### src/rtl/apb_requester_if.sv
// Command, response and APB bus signals of the APB requester.
// master is the requester side; slave is the command source / completer side.
interface apb_requester_if #(
  parameter int APB_DW = 32,
  parameter int APB_AW = 32
);
  logic              cmd_valid;
  logic              cmd_ready;
  logic              cmd_write;
  logic [APB_AW-1:0] cmd_addr;
  logic [APB_DW-1:0] cmd_wdata;
  logic              rsp_valid;
  logic              rsp_ready;
  logic [APB_DW-1:0] rsp_rdata;
  logic              rsp_err;
  logic              psel;
  logic              penable;
  logic              pwrite;
  logic [APB_AW-1:0] paddr;
  logic [APB_DW-1:0] pwdata;
  logic [APB_DW-1:0] prdata;
  logic              pready;

  modport master (
    input  cmd_valid, cmd_write, cmd_addr, cmd_wdata,
    input  rsp_ready, prdata, pready,
    output cmd_ready, rsp_valid, rsp_rdata, rsp_err,
    output psel, penable, pwrite, paddr, pwdata
  );

  modport slave (
    output cmd_valid, cmd_write, cmd_addr, cmd_wdata,
    output rsp_ready, prdata, pready,
    input  cmd_ready, rsp_valid, rsp_rdata, rsp_err,
    input  psel, penable, pwrite, paddr, pwdata
  );
endinterface

### src/rtl/apb_requester.sv
// APB initiator: one command at a time through SETUP/ACCESS,
// with pready wait states, an optional timeout and a held response.
module apb_requester #(
  parameter int APB_DW  = 32,
  parameter int APB_AW  = 32,
  parameter int TIMEOUT = 16
) (
  input logic             clk,
  input logic             reset_n,
  apb_requester_if.master bus
);

  localparam int CW = (TIMEOUT > 2) ? $clog2(TIMEOUT) : 1;
  localparam logic [CW-1:0] CNT_LAST =
    CW'((TIMEOUT > 0) ? TIMEOUT - 1 : 0);

  typedef enum logic [1:0] {
    IDLE,
    SETUP,
    ACCESS
  } state_t;

  state_t            state_q, state_d;
  logic              live_q;
  logic              psel_q, psel_d;
  logic              penable_q, penable_d;
  logic              pwrite_q, pwrite_d;
  logic [APB_AW-1:0] paddr_q, paddr_d;
  logic [APB_DW-1:0] pwdata_q, pwdata_d;
  logic              rsp_valid_q, rsp_valid_d;
  logic [APB_DW-1:0] rsp_rdata_q, rsp_rdata_d;
  logic              rsp_err_q, rsp_err_d;
  logic [CW-1:0]     cnt_q, cnt_d;
  logic              cmd_ready;
  logic              accept;
  logic              timeout_hit;

  // live_q keeps cmd_ready low until the first clock after reset
  assign cmd_ready = live_q && (state_q == IDLE) &&
                     (!rsp_valid_q || bus.rsp_ready);
  assign accept = bus.cmd_valid && cmd_ready;
  assign timeout_hit = (TIMEOUT != 0) && (cnt_q == CNT_LAST) &&
                       !bus.pready;

  always_comb begin
    state_d     = state_q;
    psel_d      = psel_q;
    penable_d   = penable_q;
    pwrite_d    = pwrite_q;
    paddr_d     = paddr_q;
    pwdata_d    = pwdata_q;
    rsp_valid_d = rsp_valid_q;
    rsp_rdata_d = rsp_rdata_q;
    rsp_err_d   = rsp_err_q;
    cnt_d       = cnt_q;
    if (rsp_valid_q && bus.rsp_ready) rsp_valid_d = 1'b0;
    unique case (state_q)
      IDLE: begin
        if (accept) begin
          state_d   = SETUP;
          psel_d    = 1'b1;
          penable_d = 1'b0;
          pwrite_d  = bus.cmd_write;
          paddr_d   = bus.cmd_addr;
          pwdata_d  = bus.cmd_wdata;
        end
      end
      SETUP: begin
        state_d   = ACCESS;
        penable_d = 1'b1;
        cnt_d     = '0;
      end
      ACCESS: begin
        unique case (1'b1)
          bus.pready: begin
            state_d     = IDLE;
            psel_d      = 1'b0;
            penable_d   = 1'b0;
            rsp_valid_d = 1'b1;
            rsp_err_d   = 1'b0;
            rsp_rdata_d = pwrite_q ? '0 : bus.prdata;
          end
          timeout_hit: begin
            state_d     = IDLE;
            psel_d      = 1'b0;
            penable_d   = 1'b0;
            rsp_valid_d = 1'b1;
            rsp_err_d   = 1'b1;
            rsp_rdata_d = '0;
          end
          default: cnt_d = cnt_q + CW'(1);
        endcase
      end
      default: state_d = IDLE;
    endcase
  end

  always_ff @(posedge clk or negedge reset_n) begin
    if (!reset_n) begin
      state_q     <= IDLE;
      live_q      <= 1'b0;
      psel_q      <= 1'b0;
      penable_q   <= 1'b0;
      pwrite_q    <= 1'b0;
      paddr_q     <= '0;
      pwdata_q    <= '0;
      rsp_valid_q <= 1'b0;
      rsp_rdata_q <= '0;
      rsp_err_q   <= 1'b0;
      cnt_q       <= '0;
    end else begin
      state_q     <= state_d;
      live_q      <= 1'b1;
      psel_q      <= psel_d;
      penable_q   <= penable_d;
      pwrite_q    <= pwrite_d;
      paddr_q     <= paddr_d;
      pwdata_q    <= pwdata_d;
      rsp_valid_q <= rsp_valid_d;
      rsp_rdata_q <= rsp_rdata_d;
      rsp_err_q   <= rsp_err_d;
      cnt_q       <= cnt_d;
    end
  end

  assign bus.cmd_ready = cmd_ready;
  assign bus.psel      = psel_q;
  assign bus.penable   = penable_q;
  assign bus.pwrite    = pwrite_q;
  assign bus.paddr     = paddr_q;
  assign bus.pwdata    = pwdata_q;
  assign bus.rsp_valid = rsp_valid_q;
  assign bus.rsp_rdata = rsp_rdata_q;
  assign bus.rsp_err   = rsp_err_q;

endmodule

### src/flat_wrapper.sv
// flat-port wrapper written by rule: the top's interface ports become plain ports
module apb_requester_flat 
#(
  parameter int APB_DW  = 32,
  parameter int APB_AW  = 32,
  parameter int TIMEOUT = 16
)
  (clk, reset_n, bus_cmd_valid, bus_cmd_write, bus_cmd_addr, bus_cmd_wdata, bus_rsp_ready, bus_prdata, bus_pready, bus_cmd_ready, bus_rsp_valid, bus_rsp_rdata, bus_rsp_err, bus_psel, bus_penable, bus_pwrite, bus_paddr, bus_pwdata);
  apb_requester_if #(.APB_DW(APB_DW), .APB_AW(APB_AW)) bus_i ();
  input logic clk;
  input logic reset_n;
  input wire logic [$bits(bus_i.cmd_valid)-1:0] bus_cmd_valid;
  input wire logic [$bits(bus_i.cmd_write)-1:0] bus_cmd_write;
  input wire logic [$bits(bus_i.cmd_addr)-1:0] bus_cmd_addr;
  input wire logic [$bits(bus_i.cmd_wdata)-1:0] bus_cmd_wdata;
  input wire logic [$bits(bus_i.rsp_ready)-1:0] bus_rsp_ready;
  input wire logic [$bits(bus_i.prdata)-1:0] bus_prdata;
  input wire logic [$bits(bus_i.pready)-1:0] bus_pready;
  output wire logic [$bits(bus_i.cmd_ready)-1:0] bus_cmd_ready;
  output wire logic [$bits(bus_i.rsp_valid)-1:0] bus_rsp_valid;
  output wire logic [$bits(bus_i.rsp_rdata)-1:0] bus_rsp_rdata;
  output wire logic [$bits(bus_i.rsp_err)-1:0] bus_rsp_err;
  output wire logic [$bits(bus_i.psel)-1:0] bus_psel;
  output wire logic [$bits(bus_i.penable)-1:0] bus_penable;
  output wire logic [$bits(bus_i.pwrite)-1:0] bus_pwrite;
  output wire logic [$bits(bus_i.paddr)-1:0] bus_paddr;
  output wire logic [$bits(bus_i.pwdata)-1:0] bus_pwdata;
  assign bus_i.cmd_valid = bus_cmd_valid;
  assign bus_i.cmd_write = bus_cmd_write;
  assign bus_i.cmd_addr = bus_cmd_addr;
  assign bus_i.cmd_wdata = bus_cmd_wdata;
  assign bus_i.rsp_ready = bus_rsp_ready;
  assign bus_i.prdata = bus_prdata;
  assign bus_i.pready = bus_pready;
  assign bus_cmd_ready = bus_i.cmd_ready;
  assign bus_rsp_valid = bus_i.rsp_valid;
  assign bus_rsp_rdata = bus_i.rsp_rdata;
  assign bus_rsp_err = bus_i.rsp_err;
  assign bus_psel = bus_i.psel;
  assign bus_penable = bus_i.penable;
  assign bus_pwrite = bus_i.pwrite;
  assign bus_paddr = bus_i.paddr;
  assign bus_pwdata = bus_i.pwdata;
  apb_requester #(.APB_DW(APB_DW), .APB_AW(APB_AW), .TIMEOUT(TIMEOUT)) u_core (.clk(clk), .reset_n(reset_n), .bus(bus_i));
endmodule
### config.mk
export PLATFORM = sky130hd
export DESIGN_NAME = apb_requester_flat
export DESIGN_NICKNAME = d
export VERILOG_FILES = /design/src/rtl/apb_requester_if.sv /design/src/rtl/apb_requester.sv /design/src/flat_wrapper.sv
export SDC_FILE = /design/constraint.sdc
export NUM_CORES = 1
export LEC_CHECK = 0
export ABC_AREA = 1
export CAP_MARGIN = 20
export CELL_PAD_IN_SITES_DETAIL_PLACEMENT = 0
export CELL_PAD_IN_SITES_GLOBAL_PLACEMENT = 1
export CORE_MARGIN = 2
export CORE_UTILIZATION = 30
export CTS_BUF_LIST = sky130_fd_sc_hd__clkbuf_4 sky130_fd_sc_hd__clkbuf_8 sky130_fd_sc_hd__clkbuf_16
export DETAILED_ROUTE_END_ITERATION = 6
export GPL_TIMING_DRIVEN = 0
export PLACE_DENSITY_LB_ADDON = 0.08
export RECOVER_POWER = 50
export SKIP_CTS_REPAIR_TIMING = 1
export SYNTH_ARGS = -nofsm -noshare
export SYNTH_HDL_FRONTEND = slang
export SYNTH_SLANG_ARGS = --single-unit
### constraint.sdc
create_clock -name clk -period 1.84 [get_ports clk]
set_input_delay 0.552 -clock clk [delete_from_list [all_inputs] [get_ports clk]]
set_output_delay 0.552 -clock clk [all_outputs]
set_load 0.1 [all_outputs]
# Word level (Yosys, flattened, before mapping)
# Cells that the tools add are included.
[totals]
wordCells = 54
input_bits = 102
reg_bits = 108
out_inout_bits = 102
[classes]
muxes = 16
n_reduce_logical = 20
addsub = 1
n_eq_ne = 6
[op_table]
columns = ["op", "count"]
rows = [
  ["$pmux 32 s2", 1],
  ["$mux 32", 1],
  ["$pmux 4 s2", 1],
  ["$reduce_and 2->1", 4],
  ["$mux 1", 6],
  ["$pmux 2 s3", 1],
  ["$reduce_and 3->1", 2],
  ["$reduce_bool 2->1", 3],
  ["$logic_and 1x1->1", 5],
  ["$add 4x1->4 const B", 1],
  ["$eq 4x4->1 const B", 1],
  ["$mux 2", 2],
  ["$mux 4", 1],
  ["$ne 2x2->1 const B", 2],
  ["$pmux 1 s2", 2],
  ["$pmux 1 s3", 1],
  ["$reduce_bool 3->1", 1],
  ["$eq 2x1->1 const B", 1],
  ["$eq 2x2->1 const B", 1],
  ["$logic_not 1->1", 2],
  ["$logic_not 2->1", 1],
  ["$ne 2x1->1 const B", 1],
  ["$reduce_or 2->1", 1],
  ["$logic_or 1x1->1", 1],
]

# Logic depth before layout (Yosys ltp)
# Gate-level depths: netlist of the first run.
[logic_depth]
ltp_word = 6
ltp_mapped = 10
mapped_depth_nobuf = 9

# Worst setup path before layout of the first run
# OpenSTA, ideal clock, no wires.
[synth_timing]
kind = "register to output"
from = "register u_core.rsp_valid_q, in the netlist u_core.bus.rsp_valid"
to = "output bus_cmd_ready"
t_required_ps = 1288
path_buffers = 1
path_stages_with_launch = 3
path_slack_ps = -255
arrival_time_ps = 1543
path_cell_list = "dfrtp_1 a21oi_1 buf_2"
[synth_via]
elab_chain_cells = 3
[synth_rtl]
columns = ["element", "line_no", "text"]
rows = [
  ["start, declared", "apb_requester.sv:30", "logic rsp_valid_q, rsp_valid_d;"],
  ["start signal, assigned", "apb_requester.sv:119", "rsp_valid_q <= rsp_valid_d;"],
  ["$logic_not 1->1", "apb_requester.sv:40", "(!rsp_valid_q || bus.rsp_ready);"],
  ["$logic_or 1x1->1", "apb_requester.sv:40", ""],
  ["$logic_and 1x1->1", "apb_requester.sv:39", "assign cmd_ready = live_q && (state_q == IDLE) &&"],
  ["end, declared", "flat_wrapper.sv:19", "output wire logic [$bits(bus_i.cmd_ready)-1:0] bus_cmd_ready;"],
]
# No other way between the ends.

# Worst setup path after layout of the first run
[layout_timing]
from = "register u_core.state_q[1]"
to = "output bus_cmd_ready"
[layout_via]
elab_chain_cells = 3
[layout_rtl]
columns = ["element", "line_no", "text"]
rows = [
  ["start, declared", "apb_requester.sv:23", "state_t state_q, state_d;"],
  ["start signal, assigned", "apb_requester.sv:112", "state_q <= state_d;"],
  ["$logic_not 2->1", "apb_requester.sv:39", ""],
  ["$logic_and 1x1->1 (2 in series)", "apb_requester.sv:39", ""],
]
# No other way between the ends.

==> results of run 1 <==
==> logic make-up after synthesis <==
family	share of synthesized area, %
simple gates	28.94
flops	60.34
buf+inv	5.028
compound gates	4.022
fa+ha+maj	1.397
xor+xnor	0.1956
other cells	0.08372
==> flip-flops by register name (all words and copies together), names as in the netlist <==
signal                count
u_core.bus.psel           1
u_core.state_q            2
u_core.cnt_q              4
u_core.bus.penable        1
u_core.bus.rsp_valid      1
u_core.live_q             1
u_core.bus.rsp_rdata     32
u_core.bus.rsp_err        1
u_core.bus.pwdata        32
u_core.bus.pwrite         1
u_core.bus.paddr         32
==> worst max-delay path by stage <==
stage | end | slack [ps] | start
2_1_floorplan | bus_cmd_ready | 100 | u_core.state_q[0]
3_3_place_gp | u_core.bus.rsp_valid | -4700 | reset_n
3_5_place_dp | bus_cmd_ready | -1380 | bus_rsp_ready
4_1_cts | bus_cmd_ready | -1470 | u_core.state_q[1]
5_1_grt | bus_cmd_ready | -290 | u_core.state_q[0]
6_report | bus_cmd_ready | -230 | u_core.state_q[1]
==> placed cells by master, fill, tap and decap left out, types with 10 or more instances in the layout <==
| cell | n |
|---|---|
| o21ai_1 | 20 |
| clkdlybuf4s50_1 | 99 |
| clkbuf_1 | 10 |
| o21ai_0 | 13 |
| nand3_1 | 102 |
| buf_2 | 14 |
| dfrtp_1 | 107 |
| clkbuf_2 | 104 |
| nand2_1 | 192 |
| inv_1 | 10 |
==> worst max-delay path, cell delays in order (launching register included) <==
cell     delay (ps)
dfrtp_1         410
inv_2           100
ha_4            150
nand2_4          50
a21oi_4         130
buf_6           150
buf_12          170
==> through the flow <==
stage | utilization [%] | instance area (um^2) | instances | setup WS (ps) | TNS [ps]
2_1_floorplan | - | 4483 | 503 | 98.61 | 0
3_3_place_gp | 46.41 | 6745 | 890 | -4700 | -491200
3_5_place_dp | 46.61 | 6774 | 891 | -1380 | -32960
4_1_cts | 48.75 | 7086 | 906 | -1474 | -59880
5_1_grt | 45.68 | 6639 | 911 | -289.2 | -15930
6_report | 45.68 | 6639 | 911 | -233.3 | -1796
==> cell type report <==
| type | instances | area, um^2 |
|---|---|---|
| Tap cell | 184 | 230.2 |
| Clock inverter | 1 | 30.03 |
| Inverter | 13 | 48.80 |
| Timing Repair Buffer | 209 | 1585 |
| Buffer | 34 | 181.4 |
| Sequential cell | 108 | 2704 |
| Multi-Input combinational cell | 348 | 1578 |
| Fill cell | 1484 | 7895 |
| Clock buffer | 14 | 281.5 |
==> metal layers <==
metal	wire (um)	global-route usage (%)
met2	6175	26.44
met4	216	5.753
met1	6273	23.57
met3	1157	5.820
met5	0	0
==> results.ini, run 1 <==
[floorplan]
die_area_mm2 = 0.01592
die_y_um = 126.2
coreArea_mm2 = 0.01453
rows = 44
initial_core_util_pct = 30.82
die_w_um = 126.2
io-pin-count = 204

[cts]
cts_buffer_depth = 2
numCtsBuffers = 9
clk_pin_slew_ps = 70
htree_levels = 3
cts_tree = done
clock_latency_ps = 340
root_buffer = clkbuf_16
clock_sinks = 108

[sta]
drv_slew = 0
min_period_ps = 2073
hold_viol = 0
finClkSkew_ps = 3.305
finalSetupViolations = 31
period_share_pct = 112.7
fmax_mhz = 482.3
timing.hold.ws_ps = 463.7
finalWorstSetupSlack_ps = -233.3
rsz0062_at_grt = yes
relSlewSlack_pct = 15.38
tightest_slew_ps = 1269

[synth]
synth_common_cells = nand2_1, dfrtp_1, nand3_1, o21ai_1, buf_2
ys.flop_type = dfrtp_1
ys_top_cells_by_area = dfrtp_1, nand2_1, nand3_1
synth_edf_count = 0
post-synth-top-count-cell = nand2_1
yosys.area.top_type = dfrtp_1
postSynthRegisterBits = 108
avgSynthCellArea_um2 = 8.905
syn_area_mm2 = 0.004479
async_flop_share_pct = 100.0
ys_seq_area_share_pct = 60.34
yosys.cell_types.count = 21
yosys_warnings = 0
syn-num-nets = 610
synthCells = 503
yosys.area.top_type_share_pct = 60.34

[outcome]
status = complete, but fails checks
violations = setup timing

[hold_path]
hp-class = input pin to asynchronous set/reset pin

[global_route]
grt_max_degree = 60
grt_pass1_vias = 4246
overflow = 0
grt_pass1_wl_mm = 22.23
grt_usage_pct = 17.44
antenna_found_initial = 0

[place]
dp_hpwl_mm = 9.964
port_buffers = 203
gp_congestion = 0.7720

[layout]
antenna_cells = 0
finalNetCount = 830
area_delta_synth_final_pct = 48.21
drive_gt1_share_pct = 21.32

[run]
drv_cap = 0

[critical_path]
r2r-end = u_core.bus.pwdata[7]
path_max_fanout = 6
reg2regPathDepth = 9
timing.reg2reg.setup_slack_ps = -60
crit_type = flip-flop to output port
cp.required_ps = 1290
start_kind = flip-flop
r2r-start = u_core.state_q[1]
cp.arrival_ps = 1520
cp-end-kind = output port

[drt]
vias_per_cell = 4.633
detail_route.wirelength_mm = 13.82
num_vias = 4221
ant_nets = 0
drt-wirelength-per-cell_um = 15.17
drtIter0Drc = 245
dr.pass1.iters = 4
drcViolationCount = 0

Power of run 1 is not shown: default switching activity piles up to over one toggle a cycle in this logic, so the estimate is an artifact.
==> run 2: changes to the inputs <==
--- a/config.mk
+++ b/config.mk
@@ -10,9 +10,11 @@
 export CELL_PAD_IN_SITES_DETAIL_PLACEMENT = 0
 export CELL_PAD_IN_SITES_GLOBAL_PLACEMENT = 1
 export CORE_MARGIN = 2
-export CORE_UTILIZATION = 30
+export CORE_UTILIZATION = 45
 export CTS_BUF_LIST = sky130_fd_sc_hd__clkbuf_4 sky130_fd_sc_hd__clkbuf_8 sky130_fd_sc_hd__clkbuf_16
+export CTS_CLUSTER_SIZE = 10
 export DETAILED_ROUTE_END_ITERATION = 6
+export DONT_BUFFER_PORTS = 1
 export GPL_TIMING_DRIVEN = 0
 export PLACE_DENSITY_LB_ADDON = 0.08
 export RECOVER_POWER = 50
==> results.ini, run 2 (synthesis results as in run 1) <==
[outcome]
status = complete, but fails checks
violations = hold timing, setup timing

[sta]
hold_viol = 108  ; +108
rsz0062_at_grt = yes
tightest_slew_ps = 522.9  ; -746.4 ps
relSlewSlack_pct = 65.14  ; +50 points
drv_slew = 0  ; unchanged
finalSetupViolations = 11  ; -65%
finClkSkew_ps = 16.85  ; +13.55 ps
timing.hold.ws_ps = -128.1  ; -591.8 ps
fin_setup_tns_ps = -278.2  ; +1517 ps
fmax_mhz = 488.4  ; +1.3%
min_period_ps = 2048  ; -25.76 ps
finalWorstSetupSlack_ps = -207.5  ; +25.76 ps
period_share_pct = 111.3  ; -1.4 points

[floorplan]
die_area_mm2 = 0.01077  ; -32%
io-pin-count = 204  ; unchanged
die_y_um = 103.8  ; -18%
coreArea_mm2 = 0.009729  ; -33%
rows = 36  ; -18%
die_w_um = 103.8  ; -18%
initial_core_util_pct = 46.04  ; +15 points

[place]
gp_congestion = 0.8128  ; +5.3%
port_buffers = 0  ; -100%
pre_cts_slack_ps = -197.8  ; +1182 ps
placed_area_mm2 = 0.004649  ; -31%
dp_cells = 636  ; -29%
dp_hpwl_mm = 8.109  ; -19%

[global_route]
use_met3_pct = 8.874  ; +3.1 points
grt_pass1_wl_mm = 18.62  ; -16%
grt.busiest_layer = met2
overflow = 0  ; unchanged
gr-usage-met1_pct = 28.70  ; +5.1 points
grt_usage_pct = 21.68  ; +4.2 points
antenna_found_initial = 0  ; unchanged
grt_max_degree = 109  ; +82%
grtUsageMet2_pct = 32.83  ; +6.4 points
grt_pass1_vias = 3369  ; -21%

[critical_path]
crit_type = flip-flop to output port
cp-end-kind = output port
critical_path.endpoint = bus_cmd_ready
cp.arrival_ps = 1500  ; -20 ps
r2r-start = u_core.bus.rsp_valid
start_kind = flip-flop
path_max_fanout = 5  ; -1
worstSetupStartpoint = u_core.state_q[1]
cp.required_ps = 1290  ; about the same
timing.reg2reg.setup_slack_ps = -20  ; +40 ps
r2r-end = u_core.bus.pwdata[14]
reg2regPathDepth = 6  ; -3

[drt]
ant_nets = 0  ; unchanged
drtIter0Drc = 267  ; +9.0%
drcViolationCount = 0  ; unchanged
detail_route.wirelength_mm = 11.49  ; -17%
drt-wirelength-per-cell_um = 17.46  ; +15%
num_vias = 3505  ; -17%
vias_per_cell = 5.327  ; +15%
dr.pass1.iters = 4  ; unchanged

[cts]
htree_levels = 3  ; unchanged
cts_tree = done
clock_latency_ps = 360  ; +20 ps
clk_pin_slew_ps = 100  ; +30 ps
clock_sinks = 108  ; unchanged
cts_buffer_depth = 2  ; unchanged
numCtsBuffers = 9  ; unchanged
root_buffer = clkbuf_8

[run]
drv_cap = 0  ; unchanged

[layout]
final_area_mm2 = 0.005026  ; -24%
layout_common_cells = nand2_1, nand3_1, dfrtp_2, o21ai_1
antenna_cells = 0  ; unchanged
finalNetCount = 627  ; -24%
post_layout_nonfiller_instances = 658  ; -28%
drive_gt1_share_pct = 28.57  ; +7.3 points
mostFrequentLayoutCell = nand2_1
area_delta_synth_final_pct = 12.21

[hold_path]
hp-class = input pin to asynchronous set/reset pin

==> run 2: cell types whose count changed in the layout (fill, tap and decap cells not counted), moves of 2 or more <==
| cell | previous run | this run |
|---|---|---|
| buf_6 | 4 | 2 |
| dfrtp_1 | 107 | 7 |
| clkdlybuf4s50_1 | 99 | 0 |
| clkinv_2 | 0 | 2 |
| clkbuf_2 | 104 | 4 |
| clkbuf_16 | 9 | 0 |
| clkbuf_8 | 4 | 10 |
| inv_6 | 0 | 2 |
| dfrtp_2 | 1 | 100 |
==> run 2: stage by stage <==
step | hold slack [ps] | utilization (%)
5_1_grt | -158.1 | 51.66
6_report | -128.1 | 51.66
4_1_cts | -145.5 | 49.64
3_5_place_dp | 259.0 | 47.79
3_3_place_gp | 258.5 | 47.79
2_1_floorplan | 256.4 | -
==> run 2: worst min-delay path by stage <==
stage,start,end,depth (start not counted)
6_report,reset_n,u_core.bus.rsp_rdata[5],0
5_1_grt,reset_n,u_core.bus.rsp_rdata[5],0
4_1_cts,reset_n,u_core.bus.rsp_rdata[10],0
3_5_place_dp,reset_n,u_core.bus.rsp_rdata[10],0
3_3_place_gp,reset_n,u_core.bus.rsp_rdata[10],0
2_1_floorplan,reset_n,u_core.bus.paddr[0],0
==> run 2: per-layer routing <==
layer | wire length [um] | up-vias | part of all wire [%]
met2 | 5227 | 162 | 45
met5 | 0 | - | 0
met4 | 274 | 0 | 2.4
met3 | 1239 | 22 | 11
li1 | - | 1660 | -
met1 | 4750 | 1661 | 41
==> run 2: cell type report <==
| type | count | area, um^2 |
|---|---|---|
| clock buffer | 11 | 145.1 |
| buffer | 34 | 183.9 |
| tap | 133 | 166.4 |
| inverter | 13 | 48.80 |
| timing repair buffer | 6 | 45.04 |
| clock inverter | 5 | 35.03 |
| sequential | 108 | 2831 |
| fill | 938 | 4703 |
| multi-input combinational | 348 | 1570 |
==> run 2: critical path, stage by stage, from the launching register on <==
cell and delay [ps]:
dfrtp_1 420, inv_2 100, ha_4 160, nand2_4 50, a21oi_4 180, buf_12 210
Power of run 2 is left out for the same reason.
